<file path="config.mk">
export PLATFORM = sky130hd
export DESIGN_NAME = frame_sequencer_flat
export DESIGN_NICKNAME = d
export VERILOG_FILES = /design/src/rtl/frame_sequencer_if.sv /design/src/rtl/frame_sequencer.sv /design/src/flat_wrapper.sv
export SDC_FILE = /design/constraint.sdc
export NUM_CORES = 1
export LEC_CHECK = 0
export CORE_ASPECT_RATIO = 0.7
export CORE_UTILIZATION = 45
export CTS_BUF_LIST = sky130_fd_sc_hd__clkbuf_4 sky130_fd_sc_hd__clkbuf_8
export DETAILED_ROUTE_END_ITERATION = 10
export DONT_BUFFER_PORTS = 1
export GPL_ROUTABILITY_DRIVEN = 0
export GPL_TIMING_DRIVEN = 0
export PLACE_DENSITY = 0.59
export RECOVER_POWER = 50
export SYNTH_ARGS = -nofsm -noshare
export SYNTH_HDL_FRONTEND = slang
export SYNTH_SLANG_ARGS = --single-unit
export TNS_END_PERCENT = 10
</file>
<file path="constraint.sdc">
create_clock -name clock -period 4.6 [get_ports clock]
set_input_delay 0.92 -clock clock [delete_from_list [all_inputs] [get_ports clock]]
set_output_delay 0.92 -clock clock [all_outputs]
set_load 0.03 [all_outputs]
</file>
<file path="src/rtl/frame_sequencer_if.sv">
// rtl/frame_sequencer_if.sv - pixel in/out, detector and status bundle of frame_sequencer
interface frame_sequencer_if #(
  parameter int CNTW = 16
);
  logic            start;
  logic [7:0]      din;
  logic            valid;
  logic            det_valid;
  logic            det_hit;
  logic [7:0]      pix_out;
  logic            pix_valid;
  logic [9:0]      row;
  logic [9:0]      col;
  logic            interior;
  logic            sof;
  logic            eol;
  logic            eof;
  logic            busy;
  logic [CNTW-1:0] feature_count;
  logic            count_valid;
  logic            err;

  modport master (
    output start, din, valid, det_valid, det_hit,
    input  pix_out, pix_valid, row, col, interior, sof, eol, eof,
    input  busy, feature_count, count_valid, err
  );

  modport slave (
    input  start, din, valid, det_valid, det_hit,
    output pix_out, pix_valid, row, col, interior, sof, eol, eof,
    output busy, feature_count, count_valid, err
  );
endinterface

</file>
<file path="src/rtl/frame_sequencer.sv">
// rtl/frame_sequencer.sv - recovers row/col from a blanked pixel stream, forwards armed well-formed frames, counts hits
module frame_sequencer #(
  parameter int WIDTH  = 800,
  parameter int HEIGHT = 600,
  parameter int BORDER = 3,
  parameter int DRAIN  = 16,
  parameter int CNTW   = 16
) (
  input  logic             clock,
  input  logic             reset,
  frame_sequencer_if.slave bus
);
  typedef enum logic [2:0] {IDLE, SYNC, ACTIVE, BLANK, FLUSH, DONE} state_t;

  localparam int              DW       = $clog2(DRAIN + 1);
  localparam logic [9:0]      COL_LAST = 10'(WIDTH - 1);
  localparam logic [9:0]      ROW_LAST = 10'(HEIGHT - 1);
  localparam logic [9:0]      EDGE_LO  = 10'(BORDER);
  localparam logic [9:0]      ROW_HI   = 10'(HEIGHT - BORDER);
  localparam logic [9:0]      COL_HI   = 10'(WIDTH - BORDER);
  localparam logic [CNTW-1:0] CNT_MAX  = '1;

  state_t        state, state_n;
  logic          seen_low, seen_low_n;
  logic [9:0]    row_q, col_q, row_n, col_n;
  logic [DW-1:0] drain_q, drain_n;
  logic          fwd, line_end, frame_end, in_body;
  logic [9:0]    fwd_row, fwd_col;
  logic          err_set, restart, count_done, counting, hit;

  // row_q/col_q hold the position the next accepted pixel will take
  always_comb begin
    state_n    = state;
    seen_low_n = seen_low;
    row_n      = row_q;
    col_n      = col_q;
    drain_n    = '0;
    fwd        = 1'b0;
    fwd_row    = row_q;
    fwd_col    = col_q;
    err_set    = 1'b0;
    restart    = 1'b0;
    count_done = 1'b0;
    case (state)
      IDLE: begin
        if (bus.start) begin
          state_n    = SYNC;
          seen_low_n = 1'b0;
          restart    = 1'b1;
        end
      end
      SYNC: begin
        if (!bus.valid) begin
          seen_low_n = 1'b1;
        end else if (seen_low) begin
          fwd     = 1'b1;
          fwd_row = '0;
          fwd_col = '0;
        end
      end
      ACTIVE: begin
        if (bus.valid) begin
          fwd = 1'b1;
        end else begin
          err_set    = 1'b1;
          state_n    = SYNC;
          seen_low_n = 1'b1;
        end
      end
      BLANK: begin
        // seen_low is reused here to mean "at least one blanking cycle since eol"
        if (!bus.valid) begin
          seen_low_n = 1'b1;
        end else if (seen_low) begin
          fwd = 1'b1;
        end else begin
          err_set    = 1'b1;
          state_n    = SYNC;
          seen_low_n = 1'b0;
        end
      end
      FLUSH: begin
        drain_n = drain_q + DW'(1);
        if (drain_q == DW'(DRAIN - 1)) begin
          state_n    = DONE;
          count_done = 1'b1;
        end
      end
      DONE:    state_n = IDLE;
      default: state_n = IDLE;
    endcase

    line_end  = fwd && (fwd_col == COL_LAST);
    frame_end = line_end && (fwd_row == ROW_LAST);
    if (fwd) begin
      if (frame_end) begin
        state_n = FLUSH;
      end else if (line_end) begin
        state_n    = BLANK;
        seen_low_n = 1'b0;
        row_n      = fwd_row + 10'd1;
        col_n      = '0;
      end else begin
        state_n = ACTIVE;
        row_n   = fwd_row;
        col_n   = fwd_col + 10'd1;
      end
    end

    in_body  = (fwd_row >= EDGE_LO) && (fwd_row < ROW_HI) &&
               (fwd_col >= EDGE_LO) && (fwd_col < COL_HI);
    counting = (state == SYNC) || (state == ACTIVE) || (state == BLANK) || (state == FLUSH);
    hit      = counting && bus.det_valid && bus.det_hit;
  end

  always_ff @(posedge clock) begin
    if (reset) begin
      state    <= IDLE;
      seen_low <= 1'b0;
      row_q    <= '0;
      col_q    <= '0;
      drain_q  <= '0;
    end else begin
      state    <= state_n;
      seen_low <= seen_low_n;
      row_q    <= row_n;
      col_q    <= col_n;
      drain_q  <= drain_n;
    end
  end

  always_ff @(posedge clock) begin
    if (reset) begin
      bus.pix_out       <= '0;
      bus.pix_valid     <= 1'b0;
      bus.row           <= '0;
      bus.col           <= '0;
      bus.interior      <= 1'b0;
      bus.sof           <= 1'b0;
      bus.eol           <= 1'b0;
      bus.eof           <= 1'b0;
      bus.busy          <= 1'b0;
      bus.feature_count <= '0;
      bus.count_valid   <= 1'b0;
      bus.err           <= 1'b0;
    end else begin
      bus.pix_valid   <= fwd;
      bus.interior    <= fwd && in_body;
      bus.sof         <= fwd && (state == SYNC);
      bus.eol         <= line_end;
      bus.eof         <= frame_end;
      bus.busy        <= (state_n != IDLE);
      bus.count_valid <= count_done;
      if (fwd) begin
        bus.pix_out <= bus.din;
        bus.row     <= fwd_row;
        bus.col     <= fwd_col;
      end
      if (restart) begin
        bus.err <= 1'b0;
      end else if (err_set) begin
        bus.err <= 1'b1;
      end
      // a discarded frame keeps its hits; only an accepted start clears the total
      if (restart) begin
        bus.feature_count <= '0;
      end else if (hit && (bus.feature_count != CNT_MAX)) begin
        bus.feature_count <= bus.feature_count + 1'b1;
      end
    end
  end
endmodule

</file>
<file path="src/flat_wrapper.sv">
// flat-port wrapper written by rule: the top's interface ports become plain ports
module frame_sequencer_flat 
#(
  parameter int WIDTH  = 800,
  parameter int HEIGHT = 600,
  parameter int BORDER = 3,
  parameter int DRAIN  = 16,
  parameter int CNTW   = 16
)
  (clock, reset, bus_start, bus_din, bus_valid, bus_det_valid, bus_det_hit, bus_pix_out, bus_pix_valid, bus_row, bus_col, bus_interior, bus_sof, bus_eol, bus_eof, bus_busy, bus_feature_count, bus_count_valid, bus_err);
  frame_sequencer_if #(.CNTW(CNTW)) bus_i ();
  input  logic clock;
  input  logic reset;
  input wire logic [$bits(bus_i.start)-1:0] bus_start;
  input wire logic [$bits(bus_i.din)-1:0] bus_din;
  input wire logic [$bits(bus_i.valid)-1:0] bus_valid;
  input wire logic [$bits(bus_i.det_valid)-1:0] bus_det_valid;
  input wire logic [$bits(bus_i.det_hit)-1:0] bus_det_hit;
  output wire logic [$bits(bus_i.pix_out)-1:0] bus_pix_out;
  output wire logic [$bits(bus_i.pix_valid)-1:0] bus_pix_valid;
  output wire logic [$bits(bus_i.row)-1:0] bus_row;
  output wire logic [$bits(bus_i.col)-1:0] bus_col;
  output wire logic [$bits(bus_i.interior)-1:0] bus_interior;
  output wire logic [$bits(bus_i.sof)-1:0] bus_sof;
  output wire logic [$bits(bus_i.eol)-1:0] bus_eol;
  output wire logic [$bits(bus_i.eof)-1:0] bus_eof;
  output wire logic [$bits(bus_i.busy)-1:0] bus_busy;
  output wire logic [$bits(bus_i.feature_count)-1:0] bus_feature_count;
  output wire logic [$bits(bus_i.count_valid)-1:0] bus_count_valid;
  output wire logic [$bits(bus_i.err)-1:0] bus_err;
  assign bus_i.start = bus_start;
  assign bus_i.din = bus_din;
  assign bus_i.valid = bus_valid;
  assign bus_i.det_valid = bus_det_valid;
  assign bus_i.det_hit = bus_det_hit;
  assign bus_pix_out = bus_i.pix_out;
  assign bus_pix_valid = bus_i.pix_valid;
  assign bus_row = bus_i.row;
  assign bus_col = bus_i.col;
  assign bus_interior = bus_i.interior;
  assign bus_sof = bus_i.sof;
  assign bus_eol = bus_i.eol;
  assign bus_eof = bus_i.eof;
  assign bus_busy = bus_i.busy;
  assign bus_feature_count = bus_i.feature_count;
  assign bus_count_valid = bus_i.count_valid;
  assign bus_err = bus_i.err;
  frame_sequencer #(.WIDTH(WIDTH), .HEIGHT(HEIGHT), .BORDER(BORDER), .DRAIN(DRAIN), .CNTW(CNTW)) u_core (.clock(clock), .reset(reset), .bus(bus_i));
endmodule
</file>
==> metrics.md <==
| Metric | Value |
|---|---|
| Largest net degree at the start of global routing | `17` |
| Crit. End Element | `flip-flop` |
| Crit path time final | `3.28 ns` |
| Initial Util | `47.4%` |
| Residual DRC | `4` |
| Antenna violations before repair | `0` |
| Post-CTS setup buffer count | `0` |
| Sequential element share of the synthesized area | `42.7%` |
| Mapped Nets | `480` |
| RSZ-0062 raised after global routing | `false` |
| Antenna fix cells | `0` |
| Total power | `0.00138 W` |
| Synthesis warning total | `0` |
| Post-synth top area share | `42.7%` |
| Core area | `0.00801 sq mm` |
| Port buffer count | `0` |
| Pre-Repair DR Iteration Count | `8` |
| Fin. max-slew vios | `0` |
| Worst-skew pair later-pin latency | `0.37 ns` |
| Tightest Pin Transition | `0.956 ns` |
| Vias in the first global route | `3002` |
| Setup violators final | `0` |
| WL final | `9.29 mm` |
| Slew HR | `35.8%` |
| Hold Vio Cnt, Final | `0` |
| Achievable frequency | `0.304 GHz` |
| Max-cap violations | `0` |
| Nets | `491` |
| First-pass GRT wire length | `15.2 mm` |
| Leading area contributor after synthesis | `dfxtp_1` |
| Seq pwr share | `51.7%` |
| Lkg Pwr | `1.37 nW` |
| Internal | `0.00104 W` |
| Mapped Area | `0.00379 sq mm` |
| Initial drt markers | `230` |
| Critical path class | `in -> reg` |
| Resize count post-CTS | `0` |
| Antenna Nets Post-Route | `0` |
| Sw Share | `24.5%` |
| Max rail drop VDD | `0.134 mV` |
| Critical Path AT | `3.58 ns` |
| Worst-path clk slew | `0.09 ns` |
| TritonCTS clock tree | `built` |
| #FFs+latches synth | `81` |
| Sink Count | `81` |
| Total GRT Usage | `22.1%` |
| Most used DFF post-synth | `dfxtp_1` |
| Synth top area cells | `dfxtp_1, nand2_1, a21oi_1, nand3_1, nor2_1` |
| Setup crit start kind | `primary input` |
| Syn Area/Cell | `8.27 sq um` |
| Psw | `0.000338 W` |
| Crit-path max FO | `9` |
| Hold Crit Class | `reg -> reg` |
| P per Cell Area | `333 mW/mm^2` |
| GRT overflow | `0` |
| Comb power frac | `3.9%` |
| Share of layout cells above drive strength 1 | `8.63%` |
| DIE AREA | `0.00881 sq mm` |
| EDFF count, synth | `0` |
| Final Skew | `0.0135 ns` |
| Mean number of vias per cell | `5.77` |
| Clk pwr share | `44.4%` |
| Failing checks | `design-rule violations` |
| Row cnt | `27` |
| H-tree depth | `3` |
| Die Y-Extent | `78.8 um` |
| Ys async rst share | `0%` |
| Io pins | `66` |
| Die Wd | `112 um` |
| Vias post-DR | `3324` |
| Area Growth Syn to Fin | `8.97%` |
| Num CTS Buffers | `9` |
| Syn Inst Count | `459` |
| Setup TNS | `0 ns` |
| Status | `finished with violations` |
| Longest Clk Path Bufs | `2` |
| Wire per inst | `16.1 um` |
| Number of distinct library cells after synthesis | `56` |
| Crit share post-route | `71.4%` |
| Hpwl dp | `6.77 mm` |
| Filler instances | `785` |
| Crit path required time | `4.89 ns` |
| CTS root buf | `clkbuf_8` |
| # hold bufs at CTS | `0` |
-- final timing paths --
kind / cells after the start / end / slack (ns) / startpoint
max: 11 / u_core.row_q[3] / 1.32 / bus_valid
min: 1 / u_core.drain_q[0] / 0.46 / u_core.drain_q[0]
max reg2reg: 13 / u_core.col_q[7] / 1.40 / u_core.state[2]
min reg2reg: 1 / u_core.drain_q[0] / 0.46 / u_core.drain_q[0]
-- layout make-up --
| cell class | count | area [sq um] | area share, % |
|---|---|---|---|
| clock buffers | 9 | 124 | 3.00 |
| clock inverters | 7 | 109 | 2.63 |
| well taps | 101 | 126 | 3.06 |
| flip-flops and latches | 81 | 1620 | 39.2 |
| multi-input cells | 332 | 1940 | 47.0 |
| plain buffers | 32 | 156 | 3.78 |
| inverters | 14 | 52.6 | 1.27 |
-- cells in the mapped netlist (all sizes together), types with 7 or more instances --
master / instances
clkbuf: 21
a21oi: 46
nor3: 13
buf: 11
mux2i: 7
nor4: 7
nand4: 9
nand2: 61
ha: 7
xnor2: 10
a211oi: 9
o21ai: 9
inv: 14
dfxtp: 81
nand3: 38
nor2: 44
-- critical path, stage by stage --
cell and delay, ns:
clkbuf_1 0.33, nand3_1 0.45, nand2_1 0.23, inv_1 0.08
ha_1 0.28, nand3_1 0.22, or3_1 0.13, buf_2 0.19
o31ai_4 0.10, or4_1 0.49, a21oi_1 0.15
-- logic make-up after synthesis --
group / share of synthesized area (%)
flip-flops: 42.7
buffers and inverters: 5.94
multiplexers: 1.85
AND/OR/NAND/NOR: 27.4
AO/OA/AOI/OAI: 16.3
XOR/XNOR: 3.46
adder cells (fa/ha/maj): 2.31
-- routing by layer --
| layer | track usage [%] | vias to the layer above | share of wire (%) |
|---|---|---|---|
| met4 | 5.95 | 0 | 0.95 |
| li1 | - | 1639 | - |
| met5 | 0 | - | 0 |
| met1 | 32.7 | 1574 | 51 |
| met2 | 30.3 | 99 | 40 |
| met3 | 6.95 | 12 | 8.5 |
-- layout by cell type (no fill, tap or decap), types with 4 or more instances in the layout --
cell      netlist  routed
nand3_1        37      37
xor2_1          5       5
nor4_1          7       7
clkbuf_1       19      22
or4_1           4       4
a21o_1          4       4
nand3b_1        5       5
nor3_1         12      12
and3_1          5       5
nand2_1        61      61
nand4_1         9       9
a31oi_1         6       6
a211oi_1        8       8
o21ai_0         9       9
ha_1            7       7
dfxtp_1        81      81
nor2_1         44      44
a21oi_1        45      45
inv_1          14      14
xnor2_1        10      10
mux2i_1         7       7
clkbuf_8        0       9
-- through the flow --
step | utilization [%] | area (sq um) | hold WS [ns] | setup slack, ns | std cells
3_3_place_gp | 49.0 | 3920 | 0.431 | 1.20 | 560
4_1_cts | 51.9 | 4150 | 0.461 | 1.55 | 576
2_1_floorplan | - | 3790 | 0.418 | 1.63 | 459
3_5_place_dp | 49.0 | 3920 | 0.444 | 1.18 | 560
5_1_grt | 51.6 | 4130 | 0.492 | 1.13 | 576
6_report | 51.6 | 4130 | 0.456 | 1.32 | 576
-- power groups by stage --
| stage | sequential [W] | clock [W] | combinational, W |
|---|---|---|---|
| final | 0.000711 | 0.000611 | 0.0000533 |
| after CTS | 0.000711 | 0.000623 | 0.0000542 |
| after floorplan | 0.000727 | 0 | 0.0000401 |
| after global placement | 0.000728 | 0 | 0.0000537 |
| after detailed placement | 0.000728 | 0 | 0.0000540 |
| after global routing | 0.000712 | 0.000644 | 0.0000589 |
-- state kept, by name, indices dropped and copies added, names as in the netlist, 3 cells and up --
signal                    flops
u_core.bus.col               10
u_core.bus.pix_out            8
u_core.bus.feature_count     16
u_core.bus.row               10
u_core.col_q                 10
u_core.row_q                 10
u_core.drain_q                5
u_core.state                  3
Power figures use the tool's default switching activity.
==> edit 1 (same flow settings) <==
`CNTW` is set to 16 in 3 places; all go to 8.
--- a/src/rtl/frame_sequencer_if.sv
+++ b/src/rtl/frame_sequencer_if.sv
@@ -1,5 +1,5 @@
 // rtl/frame_sequencer_if.sv - pixel in/out, detector and status bundle of frame_sequencer
 interface frame_sequencer_if #(
-  parameter int CNTW = 16
+  parameter int CNTW = 8
 );
   logic            start;
--- a/src/rtl/frame_sequencer.sv
+++ b/src/rtl/frame_sequencer.sv
@@ -5,5 +5,5 @@
   parameter int BORDER = 3,
   parameter int DRAIN  = 16,
-  parameter int CNTW   = 16
+  parameter int CNTW   = 8
 ) (
   input  logic             clock,
--- a/src/flat_wrapper.sv
+++ b/src/flat_wrapper.sv
@@ -6,5 +6,5 @@
   parameter int BORDER = 3,
   parameter int DRAIN  = 16,
-  parameter int CNTW   = 16
+  parameter int CNTW   = 8
 )
   (clock, reset, bus_start, bus_din, bus_valid, bus_det_valid, bus_det_hit, bus_pix_out, bus_pix_valid, bus_row, bus_col, bus_interior, bus_sof, bus_eol, bus_eof, bus_busy, bus_feature_count, bus_count_valid, bus_err);
Interface: changed (resized bus_feature_count); port bits go from 66 to 58. No check against the original RTL was run, so the function may have changed too.
==> edit 1 against the unedited design <==
  * Non-clock buffer count fell by 6
  * Routed wire length down 5.9%
  * Setup slack lost 0.38 ns
  * Register-to-register slack got worse by 0.47 ns
  * Core utilization down 0.31 points
  * Synthesized area is 11% lower
  * Hold slack got worse by 0.0012 ns
  * Design area decreased by 9.5%
  * Sequential cell count shrank 8
  * Maximum frequency down 10%
  * Total power is 5.4% lower
  * Highest routed layer unchanged
==> edit 1: results (changes against the unedited design) <==
| Metric | Value |
|---|---|
| Status | `completed` |
| # diodes | `0 (unchanged)` |
| Worst-margin pin slew | `0.999 ns (+0.0431 ns)` |
| Peak supply drop | `0.000156 V (+16%)` |
| Switching share of power | `0.214 (-0.0312)` |
| Post-cts resize count | `0 (unchanged)` |
| All-Layer GR Usage | `0.235 (+0.0136)` |
| DR vias/cell | `5.85 (+1.4%)` |
| WL final | `8750 µm (-5.9%)` |
| Post-synthesis mux area share | `0.00333 (-0.0151)` |
| Worst slack, placed | `0.770 ns (-0.406 ns)` |
| Comb power frac | `0.039 (about the same)` |
| Cell family with most CP delay | `simple AND/OR/NAND/NOR gates` |
| H-tree depth | `3 (unchanged)` |
| Clk Latency, worst-skew pair | `0.35 ns (-0.02 ns)` |
| Hold Path Class | `flop to flop` |
| Largest net degree at the start of global routing | `13 (-4)` |
| Reg power frac | `0.494 (-0.023)` |
| CTS buffer count | `9 (unchanged)` |
| DR iter-0 viols | `252 (+9.6%)` |
| HPWL Detailed | `6320 µm (-6.7%)` |
| # nets final | `439 (-11%)` |
| CP max stage delay | `0.77 ns (+0.28 ns)` |
| Post-synthesis sequential area ratio | `0.432 (+0.00467)` |
| Library cells used by synthesis | `63 (+13%)` |
| Syn_nets | `428 (-11%)` |
| Compound-Gate Fraction of Synth Area | `0.194 (+0.0306)` |
| Crit Path Max Fanout | `10 (+1)` |
| Number of global-route vias before repair | `2766 (-7.9%)` |
| Post-synth top cells | `dfxtp_1, nor2_1, nand2_1` |
| Synth top area cells | `dfxtp_1, nor2_1, a21oi_1, nand2_1, a22oi_1` |
| Port Buffers | `0 (unchanged)` |
| CP max-delay cell | `nor4_1` |
| Synth Area in XOR/XNOR | `0.0259 (-0.00873)` |
| DRT antenna net count | `0 (unchanged)` |
| First-pass GRT wire length | `14200 µm (-6.8%)` |
| Worst EP arrival | `3.94 ns (+0.36 ns)` |
| Adder-Cell Fraction of Synth Area | `0.0259 (+0.00281)` |
| Reg clk slew, reported paths | `0.08 ns` |
| Share of cells above drive strength 1 | `0.0900 (+0.00373)` |
| Setup Skew | `0.00731 ns (-0.00618 ns)` |
| DR pass1 iterations | `5 (-3)` |
| P_leak | `1.26 nW (-7.9%)` |
[edit 1: layout make-up]
cell class | instances | area [µm²]
Fill cell | 736 | 3550
Tap cell | 98 | 123
Clock buffer | 10 | 138
Inverter | 9 | 33.8
Sequential cell | 73 | 1460
Clock inverter | 5 | 104
Multi-Input combinational cell | 299 | 1760
Buffer | 26 | 116
[edit 1: through the flow]
step                      hold WS, ns  instances  instance area (µm²)  total power [W]  utilization
after global placement          0.433        505                 3500         0.000709        0.481
after CTS                       0.459        520                 3750          0.00132        0.514
after floorplan                 0.418        407                 3380         0.000694            -
after detailed placement        0.445        505                 3500         0.000709        0.481
final                           0.455        520                 3740          0.00130        0.513
after global routing            0.486        520                 3740          0.00135        0.513
[edit 1: cell families (layout without fill, tap and decap cells)]
logic type / Yosys count / after routing
adder cells (fa/ha/maj): 7 / 7
XOR/XNOR: 10 / 10
buffers and inverters: 35 / 50
flip-flops: 73 / 73
AND/OR/NAND/NOR: 179 / 179
AO/OA/AOI/OAI: 102 / 102
multiplexers: 1 / 1
[edit 1: layer usage]
metal  global-route usage  part of all wire  vias up
met3               0.0666             0.080       14
met1                0.330              0.49     1433
li1                     -                 -     1481
met2                0.349              0.42      115
met5                    0                 0        -
met4               0.0741             0.013        0
[edit 1: final timing paths]
check	cells after the start	start	end	slack, ns
max	13	u_core.state[0]	u_core.col_q[9]	0.93
min	1	u_core.drain_q[0]	u_core.drain_q[0]	0.46
max reg2reg	13	u_core.state[0]	u_core.col_q[9]	0.93
min reg2reg	1	u_core.drain_q[0]	u_core.drain_q[0]	0.46
==> edit 2 (same settings) <==
Made on the original files. Encoding of `state_t`: now Gray code (3 bits for 6 states).
--- a/src/rtl/frame_sequencer.sv
+++ b/src/rtl/frame_sequencer.sv
@@ -11,5 +11,5 @@
   frame_sequencer_if.slave bus
 );
-  typedef enum logic [2:0] {IDLE, SYNC, ACTIVE, BLANK, FLUSH, DONE} state_t;
+  typedef enum logic [2:0] {IDLE = 3'b000, SYNC = 3'b001, ACTIVE = 3'b011, BLANK = 3'b010, FLUSH = 3'b110, DONE = 3'b111} state_t;
 
   localparam int              DW       = $clog2(DRAIN + 1);
Behaviour: no difference found for any inputs over 10 cycles, from zero or initial values and one cycle with reset high; not proved beyond that.
==> edit 2 against the unedited design <==
  * Total power shrank 0.16%
  * Sequential cell count did not move
  * Synthesized area rose by 1.4%
  * First-iteration DRC count increased by 9.6%
  * Clock power shrank 1%
  * Design area is 1.6% higher
  * Maximum frequency decreased by 10%
  * Routed wire length rose by 6.6%
  * Critical endpoint is now u_core.col_q[8]
  * Setup slack worse by 0.38 ns
  * Clock skew fell by 0.0049 ns
  * Combinational power is 6.9% higher
  * Via count up 0.72%
==> edit 2: results (changes against the unedited design) <==
| Metric | Value |
|---|---|
| Max FFs per register | `16 (unchanged)` |
| Crit Path Max Fanout | `10 (+1)` |
| HPWL Detailed | `7080 µm (+4.5%)` |
| Status | `completed` |
| Compound-Gate Fraction of Synth Area | `0.162 (-0.00125)` |
| CP max stage delay | `0.64 ns (+0.15 ns)` |
| Post-synth top cells | `dfxtp_1, nand2_1, nor2_1` |
| Post-cts resize count | `0 (unchanged)` |
| Area after DPL | `3970 µm² (+1.3%)` |
| Drt wl/cell | `17.1 µm (+6.0%)` |
| Setup Skew | `0.00857 ns (-0.00492 ns)` |
| Adder-Cell Fraction of Synth Area | `0.0254 (+0.00229)` |
| CTS buffer count | `9 (unchanged)` |
| All-Layer GR Usage | `0.234 (+0.0130)` |
| Sequential power | `0.000712 W (about the same)` |
| Comb group | `0.0000570 W (+6.9%)` |
| Number of global-route vias before repair | `3081 (+2.6%)` |
| Slew HR | `0.482 (+0.125)` |
| GR Util met2 | `0.332 (+0.0286)` |
| P_int | `0.00107 W (+3.5%)` |
| Largest net degree at the start of global routing | `13 (-4)` |
| Routing usage on met1 | `0.339 (+0.0125)` |
| Metal-1 WL | `5120 µm (+8.0%)` |
| Fillers | `789 (+0.51%)` |
| Routing usage on met3 | `0.0687 (-0.000763)` |
| Crit path to | `u_core.col_q[8]` |
| Syn. warnings | `0 (unchanged)` |
| Vias | `3348 (+0.72%)` |
| Top layer in use | `met4` |
| Async SR Flop Fraction | `0 (unchanged)` |
| Post-synthesis mux area share | `0.00781 (-0.0107)` |
| DR iter-0 viols | `252 (+9.6%)` |
| Hold path cells | `1 (unchanged)` |
| Library cells used by synthesis | `63 (+13%)` |
| CP max-delay cell | `nor3_1` |
| Setup slack, reg-to-reg | `0.94 ns (-0.46 ns)` |
| First-pass GRT wire length | `16000 µm (+5.2%)` |
| Post-synthesis sequential area ratio | `0.422 (-0.00584)` |
| P_leak | `1.55 nW (+14%)` |
| # nets final | `495 (+0.81%)` |
| WL met2 | `4010 µm (+8.9%)` |
| Worst r2r path cells | `15 (+2)` |
| DR pass1 iterations | `5 (-3)` |
| Synth Area in XOR/XNOR | `0.0364 (+0.00180)` |
| Syn_nets | `484 (+0.83%)` |
| Routed wl met3 | `671 µm (-15%)` |
| Peak supply drop | `0.000217 V (+62%)` |
| Worst-case clock buffer depth | `2 (unchanged)` |
| Synth top area cells | `dfxtp_1, nand2_1, nor2_1, a21oi_1, and3_1` |
| H-tree depth | `3 (unchanged)` |
| Share of cells above drive strength 1 | `0.0732 (-0.0131)` |
| DRC | `0 (-4)` |
| Worst Setup SP | `u_core.state[0]` |
==> edit 2: critical path: cells and delay by family (launching register included) <==
| family | cells | cell delay, ns |
|---|---|---|
| adders and majority gates | 1 | 0.19 |
| buffers and inverters | 6 | 1.06 |
| DFF | 1 | 0.31 |
| and+or+nand+nor | 7 | 1.91 |
| AOI/OAI and AO/OA | 1 | 0.12 |
==> edit 2: layout make-up <==
cell class	count	area, µm²	area share
multi-input combinational	341	2020	0.482
sequential	81	1620	0.386
clock buffer	13	173	0.0411
buffer	27	145	0.0345
tap	101	126	0.0301
clock inverter	2	60.1	0.0143
inverter	14	52.6	0.0125
==> edit 2: stage by stage <==
stage	instances	hold slack, ns	setup WS, ns	power (W)
floorplan	463	0.418	1.32	0.000769
global placement	564	0.432	0.840	0.000785
detailed placement	564	0.438	0.822	0.000786
CTS	579	0.455	1.15	0.00139
global route	579	0.484	0.504	0.00142
finish	579	0.463	0.937	0.00137
